`config.mk`:
```
export PLATFORM = sky130hd
export DESIGN_NAME = lap_stopwatch_core
export DESIGN_NICKNAME = d
export VERILOG_FILES = /design/src/rtl/stopwatch_pkg.sv /design/src/rtl/time_counter_chain.sv /design/src/rtl/lap_stopwatch_core.sv
export SDC_FILE = /design/constraint.sdc
export NUM_CORES = 1
export LEC_CHECK = 0
export ABC_AREA = 1
export BUFFER_PORTS_ARGS = -buffer_cell sky130_fd_sc_hd__buf_4
export CAP_MARGIN = 15
export CORE_MARGIN = 2
export CORE_UTILIZATION = 60
export CTS_BUF_LIST = sky130_fd_sc_hd__clkbuf_8
export DETAILED_ROUTE_END_ITERATION = 8
export PLACE_DENSITY = 0.73
export SLEW_MARGIN = 20
export SYNTH_ARGS = -nofsm -noshare
export SYNTH_HDL_FRONTEND = slang
export SYNTH_HIERARCHICAL = 1
export SYNTH_SLANG_ARGS = --single-unit
```
`constraint.sdc`:
```
create_clock -name clock -period 4.1 [get_ports clock]
set_input_delay 1.025 -clock clock [delete_from_list [all_inputs] [get_ports clock]]
set_output_delay 1.025 -clock clock [all_outputs]
set_load 0.02 [all_outputs]
```
`src/rtl/stopwatch_pkg.sv`:
```
// Shared FSM encodings, time struct and digit limits for the lap stopwatch.
// time_sub is only referenced when LAP_SPLIT_EN is defined.
package stopwatch_pkg;

    localparam logic [1:0] ST_IDLE  = 2'd0;
    localparam logic [1:0] ST_RUN   = 2'd1;
    localparam logic [1:0] ST_PAUSE = 2'd2;

    localparam logic [6:0] CS_MAX = 7'd99;
    localparam logic [5:0] SM_MAX = 6'd59;

    typedef struct packed {
        logic [5:0] hour;
        logic [5:0] minute;
        logic [5:0] second;
        logic [6:0] m_sec;
    } sw_time_t;

    // Mixed-radix a - b with borrows rippling cs -> s -> m -> h; hours wrap modulo hour_wrap.
    function automatic sw_time_t time_sub(input sw_time_t a, input sw_time_t b, input int hour_wrap);
        sw_time_t diff;
        int cs;
        int sec;
        int mins;
        int hrs;
        cs   = int'(a.m_sec)  - int'(b.m_sec);
        sec  = int'(a.second) - int'(b.second);
        mins = int'(a.minute) - int'(b.minute);
        hrs  = int'(a.hour)   - int'(b.hour);
        if (cs < 0) begin
            cs  = cs + 100;
            sec = sec - 1;
        end
        if (sec < 0) begin
            sec  = sec + 60;
            mins = mins - 1;
        end
        if (mins < 0) begin
            mins = mins + 60;
            hrs  = hrs - 1;
        end
        if (hrs < 0) begin
            hrs = hrs + hour_wrap;
        end
        diff.hour   = 6'(hrs);
        diff.minute = 6'(mins);
        diff.second = 6'(sec);
        diff.m_sec  = 7'(cs);
        return diff;
    endfunction

endpackage

```
`src/rtl/time_counter_chain.sv`:
```
// Centisecond prescaler feeding a cascaded cs/s/m/h counter; every digit
// steps on the same edge so no partial carry is ever visible.
module time_counter_chain
    import stopwatch_pkg::*;
#(
    parameter int CLK_FREQ_HZ = 50_000_000,
    parameter int HOUR_WRAP   = 24
) (
    input  logic     clock,
    input  logic     reset_n,
    input  logic     en,
    input  logic     clr,
    output sw_time_t cur_time,
    output sw_time_t next_time,
    output logic     tick
);

    localparam int DIV = (CLK_FREQ_HZ / 100 > 0) ? CLK_FREQ_HZ / 100 : 1;
    localparam int PW  = (DIV > 1) ? $clog2(DIV) : 1;
    localparam logic [PW-1:0] PS_LAST   = PW'(DIV - 1);
    localparam logic [5:0]    HOUR_LAST = 6'(HOUR_WRAP - 1);

    logic [PW-1:0] prescaler;

    assign tick = en && (prescaler == PS_LAST);

    always_ff @(posedge clock or negedge reset_n) begin
        if (!reset_n) begin
            prescaler <= '0;
        end else if (clr) begin
            prescaler <= '0;
        end else if (en) begin
            prescaler <= tick ? '0 : prescaler + PW'(1);
        end
    end

    // next_time is also the lap snapshot source when a tick lands on the lap edge.
    always_comb begin
        next_time = cur_time;
        if (cur_time.m_sec != CS_MAX) begin
            next_time.m_sec = cur_time.m_sec + 7'd1;
        end else begin
            next_time.m_sec = '0;
            if (cur_time.second != SM_MAX) begin
                next_time.second = cur_time.second + 6'd1;
            end else begin
                next_time.second = '0;
                if (cur_time.minute != SM_MAX) begin
                    next_time.minute = cur_time.minute + 6'd1;
                end else begin
                    next_time.minute = '0;
                    next_time.hour   = (cur_time.hour >= HOUR_LAST) ? '0 : cur_time.hour + 6'd1;
                end
            end
        end
    end

    always_ff @(posedge clock or negedge reset_n) begin
        if (!reset_n) begin
            cur_time <= '0;
        end else if (clr) begin
            cur_time <= '0;
        end else if (tick) begin
            cur_time <= next_time;
        end
    end

endmodule

```
`src/rtl/lap_stopwatch_core.sv`:
```
// Stopwatch with run/pause/zero FSM, lap capture buffer and lap recall.
// Define LAP_SPLIT_EN to store split times instead of cumulative times in the lap buffer.
module lap_stopwatch_core
    import stopwatch_pkg::*;
#(
    parameter int CLK_FREQ_HZ = 50_000_000,
    parameter int LAP_DEPTH   = 8,
    parameter int HOUR_WRAP   = 24
) (
    input  logic                       clock,
    input  logic                       reset_n,
    input  logic                       start_pause,
    input  logic                       zero,
    input  logic                       lap,
    input  logic                       clear,
    output logic [5:0]                 hour,
    output logic [5:0]                 minute,
    output logic [5:0]                 second,
    output logic [6:0]                 m_sec,
    output logic                       running,
    output logic                       recall_active,
    output logic [$clog2(LAP_DEPTH):0] lap_count,
    output logic                       lap_overflow
);

    localparam int AW = $clog2(LAP_DEPTH);
    localparam logic [AW:0] LAP_FULL = (AW + 1)'(LAP_DEPTH);
    localparam logic [AW:0] LAP_ONE  = (AW + 1)'(1);

    logic [1:0]    state;
    logic [1:0]    state_next;
    logic          do_start;
    logic          do_zero;
    logic          do_lap;
    logic          do_clear;
    logic          chain_en;
    logic          chain_clr;
    logic          tick;
    logic          lap_write;
    logic          lap_drop;
    logic          recall_step;
    logic          rd_last;
    logic [AW-1:0] wr_ptr;
    logic [AW-1:0] rd_ptr;
    sw_time_t      live_time;
    sw_time_t      next_time;
    sw_time_t      snap;
    sw_time_t      lap_entry;
    sw_time_t      display;
    sw_time_t      lap_mem [LAP_DEPTH];

    // Only the highest-priority pulse in a cycle survives: start > zero > lap > clear.
    assign do_start = start_pause;
    assign do_zero  = zero & ~start_pause;
    assign do_lap   = lap & ~start_pause & ~zero;
    assign do_clear = clear & ~start_pause & ~zero & ~lap;

    assign chain_en  = (state == ST_RUN);
    assign chain_clr = (state == ST_PAUSE) && do_zero;

    time_counter_chain #(
        .CLK_FREQ_HZ (CLK_FREQ_HZ),
        .HOUR_WRAP   (HOUR_WRAP)
    ) u_chain (
        .clock     (clock),
        .reset_n   (reset_n),
        .en        (chain_en),
        .clr       (chain_clr),
        .cur_time  (live_time),
        .next_time (next_time),
        .tick      (tick)
    );

    always_comb begin
        state_next = state;
        case (state)
            ST_IDLE:  if (do_start) state_next = ST_RUN;
            ST_RUN:   if (do_start) state_next = ST_PAUSE;
            ST_PAUSE: begin
                if (do_start) begin
                    state_next = ST_RUN;
                end else if (do_zero) begin
                    state_next = ST_IDLE;
                end
            end
            default:  state_next = ST_IDLE;
        endcase
    end

    always_ff @(posedge clock or negedge reset_n) begin
        if (!reset_n) begin
            state   <= ST_IDLE;
            running <= 1'b0;
        end else begin
            state   <= state_next;
            running <= (state_next == ST_RUN);
        end
    end

    assign snap        = tick ? next_time : live_time;
    assign lap_write   = do_lap && (state == ST_RUN) && (lap_count != LAP_FULL);
    assign lap_drop    = do_lap && (state == ST_RUN) && (lap_count == LAP_FULL);
    assign recall_step = do_lap && (state != ST_RUN) && (lap_count != '0);
    assign rd_last     = ({1'b0, rd_ptr} == (lap_count - LAP_ONE));

`ifdef LAP_SPLIT_EN
    sw_time_t last_lap;

    // Reference point for splits restarts whenever the timer is zeroed.
    always_ff @(posedge clock or negedge reset_n) begin
        if (!reset_n) begin
            last_lap <= '0;
        end else if (chain_clr) begin
            last_lap <= '0;
        end else if (lap_write) begin
            last_lap <= snap;
        end
    end

    assign lap_entry = time_sub(snap, last_lap, HOUR_WRAP);
`else
    assign lap_entry = snap;
`endif

    always_ff @(posedge clock) begin
        if (lap_write) begin
            lap_mem[wr_ptr] <= lap_entry;
        end
    end

    always_ff @(posedge clock or negedge reset_n) begin
        if (!reset_n) begin
            lap_count     <= '0;
            wr_ptr        <= '0;
            rd_ptr        <= '0;
            lap_overflow  <= 1'b0;
            recall_active <= 1'b0;
        end else if (do_clear) begin
            lap_count     <= '0;
            wr_ptr        <= '0;
            rd_ptr        <= '0;
            lap_overflow  <= 1'b0;
            recall_active <= 1'b0;
        end else begin
            if (lap_write) begin
                lap_count <= lap_count + LAP_ONE;
                wr_ptr    <= wr_ptr + AW'(1);
            end
            if (lap_drop) begin
                lap_overflow <= 1'b1;
            end
            // First recall pulse only enters recall on the oldest entry; later ones step.
            if (do_start || do_zero) begin
                recall_active <= 1'b0;
                rd_ptr        <= '0;
            end else if (recall_step) begin
                if (!recall_active) begin
                    recall_active <= 1'b1;
                end else begin
                    rd_ptr <= rd_last ? '0 : rd_ptr + AW'(1);
                end
            end
        end
    end

    always_ff @(posedge clock or negedge reset_n) begin
        if (!reset_n) begin
            display <= '0;
        end else begin
            display <= recall_active ? lap_mem[rd_ptr] : live_time;
        end
    end

    assign hour   = display.hour;
    assign minute = display.minute;
    assign second = display.second;
    assign m_sec  = display.m_sec;

endmodule

```
## Yosys cells after proc, flatten, opt, wreduce, memory -nomap -nowiden

Memory sizes are Yosys's and may differ from the RTL's.
Index checks and enable logic that the tools add are counted.
W data, S select, Z words.

| storage, ports and cells | value |
|---|---|
| memories kept | 1 |
| register bits after elaboration | 84 |
| output and inout port bits | 32 |
| RAM bits | 200 |
| logic and storage cells | 97 |

| cells by class | value |
|---|---|
| bitwise gates (word level) | 9 |
| order comparisons | 1 |
| add/subtract/negate cells | 9 |
| reductions and logical operators | 16 |
| equal/unequal tests | 11 |
| mux-type cells | 34 |

Memories:

| memory | words | width | rd ports | clocked after memory_dff | write ports | line | RTL |
|---|---|---|---|---|---|---|---|
| lap_mem | 8 | 25 | 1 | 0 | 1 | lap_stopwatch_core.sv:50 | `sw_time_t lap_mem [LAP_DEPTH];` |

Operators by type and width:

| cell | number |
|---|---|
| $mux W25 | 3 |
| $mux W19 | 3 |
| $mux W6 | 4 |
| $mux W3 | 7 |
| $add A19 B1 Y19 const B | 1 |
| $eq A19 B19 Y1 const B | 1 |
| $add A6 B1 Y6 const B | 3 |
| $mux W18 | 1 |
| $mux W12 | 1 |
| $ne A6 B6 Y1 const B | 2 |
| $mux W2 | 4 |
| $mux W4 | 2 |
| $add A7 B1 Y7 const B | 1 |
| $logic_and A1 B1 Y1 | 7 |
| $mux W1 | 7 |
| $mux W7 | 1 |
| $ne A7 B7 Y1 const B | 1 |
| $add A3 B1 Y3 const B | 2 |
| $and A1 B1 Y1 | 6 |
| $ge A6 B5 Y1 const B | 1 |
| $pmux W2 S3 | 1 |
| $reduce_bool A2 Y1 | 3 |
| $reduce_bool A3 Y1 | 2 |
| $add A4 B1 Y4 const B | 1 |
| 12 further kinds | 15 |

## Logic depth before layout (Yosys ltp)

| logic depth | value |
|---|---|
| word-level depth | 8 |
| gate-level depth with buffers | 12 |

## By module

The synthesis kept the hierarchy.

Modules (own cells, without submodules):

| module | instances | cells an instance | sequential area each (um2) | area each (um2) |
|---|---|---|---|---|
| lap_stopwatch_core | 1 | 796 | 7006.7 | 9984.6 |
| time_counter_chain | 1 | 403 | 1101.1 | 2867.8 |

## Least setup slack after synthesis

Ideal clock, no wire load.

| path | value |
|---|---|
| path kind | input to register |
| start | input port start_pause |
| end | memory lap_mem[0][0] (netlist bit), enable pin |
| cell stages on the path | 7 |
| arrival time | 2763 ps |
| library setup time | 407 ps |
| path buffers | 0 |
| path slack | 930 ps |
| cells stage by stage | nor2_1 nand2_1 nor2_1 nand2_1 inv_1 nand2_1 nor2_1 |

| on the way | value |
|---|---|
| word-level cells in the longest chain between the ends | 7 |

RTL lines:

| element | line | RTL |
|---|---|---|
| from (decl) | lap_stopwatch_core.sv:12 | `input logic start_pause,` |
| $not A1 Y1 | lap_stopwatch_core.sv:55 | `assign do_lap = lap & ~start_pause & ~zero;` |
| $and A1 B1 Y1 (2 in a row) | lap_stopwatch_core.sv:55 |  |
| $logic_and A1 B1 Y1 (2 in a row) | lap_stopwatch_core.sv:101 | `assign lap_write = do_lap && (state == ST_RUN) && (lap_count != LAP_FULL);` |
| $mux W1 | lap_stopwatch_core.sv:126 | `if (lap_write) begin` |
| $mux W1 (not written as such) | lap_stopwatch_core.sv:127 | `lap_mem[wr_ptr] <= lap_entry;` |
| to (decl) | lap_stopwatch_core.sv:50 |  |

No other way between the ends.

## Worst setup path in the final report

| path | value |
|---|---|
| start | register recall_active |
| end | output port recall_active |

RTL lines:

| element | line | RTL |
|---|---|---|
| from (decl) | lap_stopwatch_core.sv:21 | `output logic recall_active,` |
| from (signal assigned) | lap_stopwatch_core.sv:137 | `recall_active <= 1'b0;` |
| from (signal assigned) | lap_stopwatch_core.sv:143 | `recall_active <= 1'b0;` |
| from (signal assigned) | lap_stopwatch_core.sv:154 | `recall_active <= 1'b0;` |

No word-level cell between the ends.

==> impl_metrics.env <==
export IMPL_clkLatencyLatePin_ps=550
export IMPL_setup_viol=0
export IMPL_final_max_slew_viol_count=0
export IMPL_final_util=0.678
export IMPL_r2r_start="recall_active$_DFFE_PN0P_"
export IMPL_slowest_delay_ps=920
export IMPL_finalHoldViolCount=0
export IMPL_drc=0
export IMPL_fin_crit_ps=2770
export IMPL_row_count=53
export IMPL_clkTransAtPathRegs_ps=60
export IMPL_synth_seq_cells=284
export IMPL_coreArea_um2=21000
export IMPL_syn_instance_count=1199
export IMPL_tightest_slew_ps=1060
export IMPL_first_iter_violations=772
export IMPL_status="completed"
export IMPL_async_reset_ff_frac=0.296
export IMPL_power_density_nw_per_um2=467
export IMPL_die_h_um=150
export IMPL_cts_sinks=284
export IMPL_cp_num_buf_inv=1
export IMPL_worst_r2r_endpoint="second[1]$_DFF_PN0_"
export IMPL_synth_area_per_cell_um2=10.7
export IMPL_crit_path_cell_trace="buf_4"
export IMPL_clock_path_buffers=3
export IMPL_ys_seq_area_frac=0.631
export IMPL_cts_resized=0
export IMPL_synth_top_cell_by_area="edfxtp_1"
export IMPL_yosysTopAreaCellShare=0.467
export IMPL_skew_ps=18.4
export IMPL_port_buffers=37
export IMPL_drv_cap=0
export IMPL_dp_hpwl_mm=17.0
export IMPL_synth_most_common_cell="edfxtp_1"
export IMPL_ir_drop_v=0.000287
export IMPL_ys_types=46
export IMPL_antenna_found_initial=0
export IMPL_area_growth_pct=10.9
export IMPL_first_global_vias=8610
export IMPL_hp_class="input pin to async pin"
export IMPL_grt_overflow=0
export IMPL_arrival_ps=1740
export IMPL_p_leak_nw=5.92
export IMPL_grt_usage=0.261
export IMPL_numCtsBuffers=46
export IMPL_worstPathMaxFanout=17
export IMPL_cts_htree_levels=2
export IMPL_synth_edff_count=200
export IMPL_antennaDiodeCount=0
export IMPL_syn_num_nets=1216
export IMPL_ys_flop_type="edfxtp_1"
export IMPL_critPathCaptureType="output port"
export IMPL_cts_tree="done"
export IMPL_fill_cells=1596
export IMPL_cts_root_buf="clkbuf_8"
export IMPL_hold_buffers=0
export IMPL_slowest_stage="dfrtp_1"
export IMPL_ys_top_cells_by_count="edfxtp_1 (200), nand2_1 (193), nor2_1 (145), o21ai_0 (118), inv_1 (97)"
export IMPL_critical_path_class="flop to output port"
export IMPL_multi_input_area_um2=4010
export IMPL_grt_first_pass_wirelength_mm=45.4
export IMPL_maxSlewHeadroom=0.290
export IMPL_crit_family="flip-flops"
export IMPL_crit_required_ps=3070
export IMPL_vias_per_cell=5.67
export IMPL_synthTopCellsByArea="edfxtp_1 (47%), dfrtp_1 (16%), nand2_1 (5.6%), o21ai_0 (4.6%), nor2_1 (4.2%)"
export IMPL_drt_total_wl_mm=28.4
export IMPL_seqCellArea_um2=8110
export IMPL_start_util=0.611
export IMPL_vias=8891
export IMPL_startpoint_type="flop"
export IMPL_drive_gt1_frac=0.173
export IMPL_io_pins=38
export IMPL_post_cts_buffers=0
export IMPL_die_area_um2=22600
export IMPL_die_w_um=150
export IMPL_ant_nets=0
export IMPL_grt_max_degree=78
export IMPL_gp_congestion=0.866
export IMPL_fin_crit_sh=0.675
export IMPL_wl_per_cell_um=18.1
export IMPL_synthesis_area_um2=12900
export IMPL_r2r_setup_slack_ps=1440
export IMPL_drt_first_pass_iters=6
export IMPL_r2r_cells=3
export IMPL_nNetsFinal=1274
export IMPL_yosysWarningCount=6
export IMPL_rsz0062_at_grt="no"
export IMPL_setup_tns_ps=0
export IMPL_max_freq_mhz=362
[routing by layer]
metal	routed length, µm	track usage
met4	714	0.100
met2	13500	0.420
met5	0	0
met1	12400	0.359
met3	1800	0.0442
[through the flow]
| stage | setup slack, ps | area, µm² | hold WS (ps) | power, mW | instances |
|---|---|---|---|---|---|
| 2_1_floorplan | 930 | 12900 | 441 | 4.14 | 1199 |
| 5_1_grt | 1260 | 14300 | 382 | 6.96 | 1569 |
| 4_1_cts | 1300 | 14200 | 477 | 6.70 | 1568 |
| 6_report | 1330 | 14300 | 373 | 6.66 | 1569 |
| 3_3_place_gp | 945 | 13400 | 462 | 4.45 | 1483 |
| 3_5_place_dp | 876 | 13400 | 468 | 4.47 | 1483 |
[final cells by class]
cell class                 instances  area share
clock buffer                      53      0.0512
clock inverter                    32     0.00887
inverter                         112      0.0299
multi-input combinational        750       0.281
sequential                       284       0.569
tap                              275      0.0241
timing repair buffer              63      0.0355
[registers in the layout, summed over array words and instances (netlist names), 4 cells and up]
signal and count:
u_chain/cur_time 25, lap_count 4, minute 6, lap_mem 200, m_sec 7, second 6
u_chain/prescaler 19, hour 6
[where the power goes]
group	switching (mW)	internal (mW)	leakage [nW]	total, mW
clock network	1.06	1.17	0.528	2.23
logic	0.580	0.334	2.33	0.914
registers	0.166	3.35	3.07	3.51
total	1.81	4.86	5.92	6.66
[cells in the final DEF, fill, tap and decap left out, types with 2 or more instances in the layout]
| master | count |
|---|---|
| nor3_1 | 4 |
| nor2_2 | 33 |
| clkinv_2 | 3 |
| nand2_1 | 193 |
| o21ai_1 | 15 |
| nand2_2 | 3 |
| ha_1 | 11 |
| nand3b_1 | 2 |
| nor2_1 | 137 |
| nor2_4 | 7 |
| o211ai_1 | 38 |
| mux2_2 | 25 |
| nand3_2 | 5 |
| nand4_1 | 8 |
| dfrtp_1 | 82 |
| a21oi_1 | 32 |
| o21ai_0 | 118 |
| edfxtp_1 | 200 |
| nand3_1 | 71 |
| inv_2 | 11 |
| and2_1 | 2 |
| clkbuf_8 | 53 |
| clkinv_1 | 6 |
| xnor2_1 | 3 |
| buf_4 | 61 |
| o211ai_2 | 12 |
| inv_1 | 122 |
| o21bai_1 | 3 |
| xor2_1 | 9 |
| o22ai_1 | 8 |
[cell families (layout without fill, tap and decap cells)]
group                    Yosys count  after routing  share of synthesized area
flip-flops                       284            284                      0.631
adder cells (fa/ha/maj)           11             11                     0.0107
AO/OA/AOI/OAI                    231            231                      0.107
XOR/XNOR                          12             12                    0.00818
multiplexers                      25             25                     0.0219
buffers and inverters            165            260                     0.0587
AND/OR/NAND/NOR                  471            471                      0.163
[worst max path at each step]
stage,depth (start not counted),startpoint,endpoint
2_1_floorplan,7,start_pause,lap_mem[0][0]$_DFFE_PP_
3_3_place_gp,9,start_pause,lap_mem[6][6]$_DFFE_PP_
3_5_place_dp,9,start_pause,lap_mem[6][5]$_DFFE_PP_
4_1_cts,1,recall_active$_DFFE_PN0P_,recall_active
5_1_grt,1,recall_active$_DFFE_PN0P_,recall_active
6_report,1,recall_active$_DFFE_PN0P_,recall_active
Note: power is estimated with default switching activity, not from simulation.
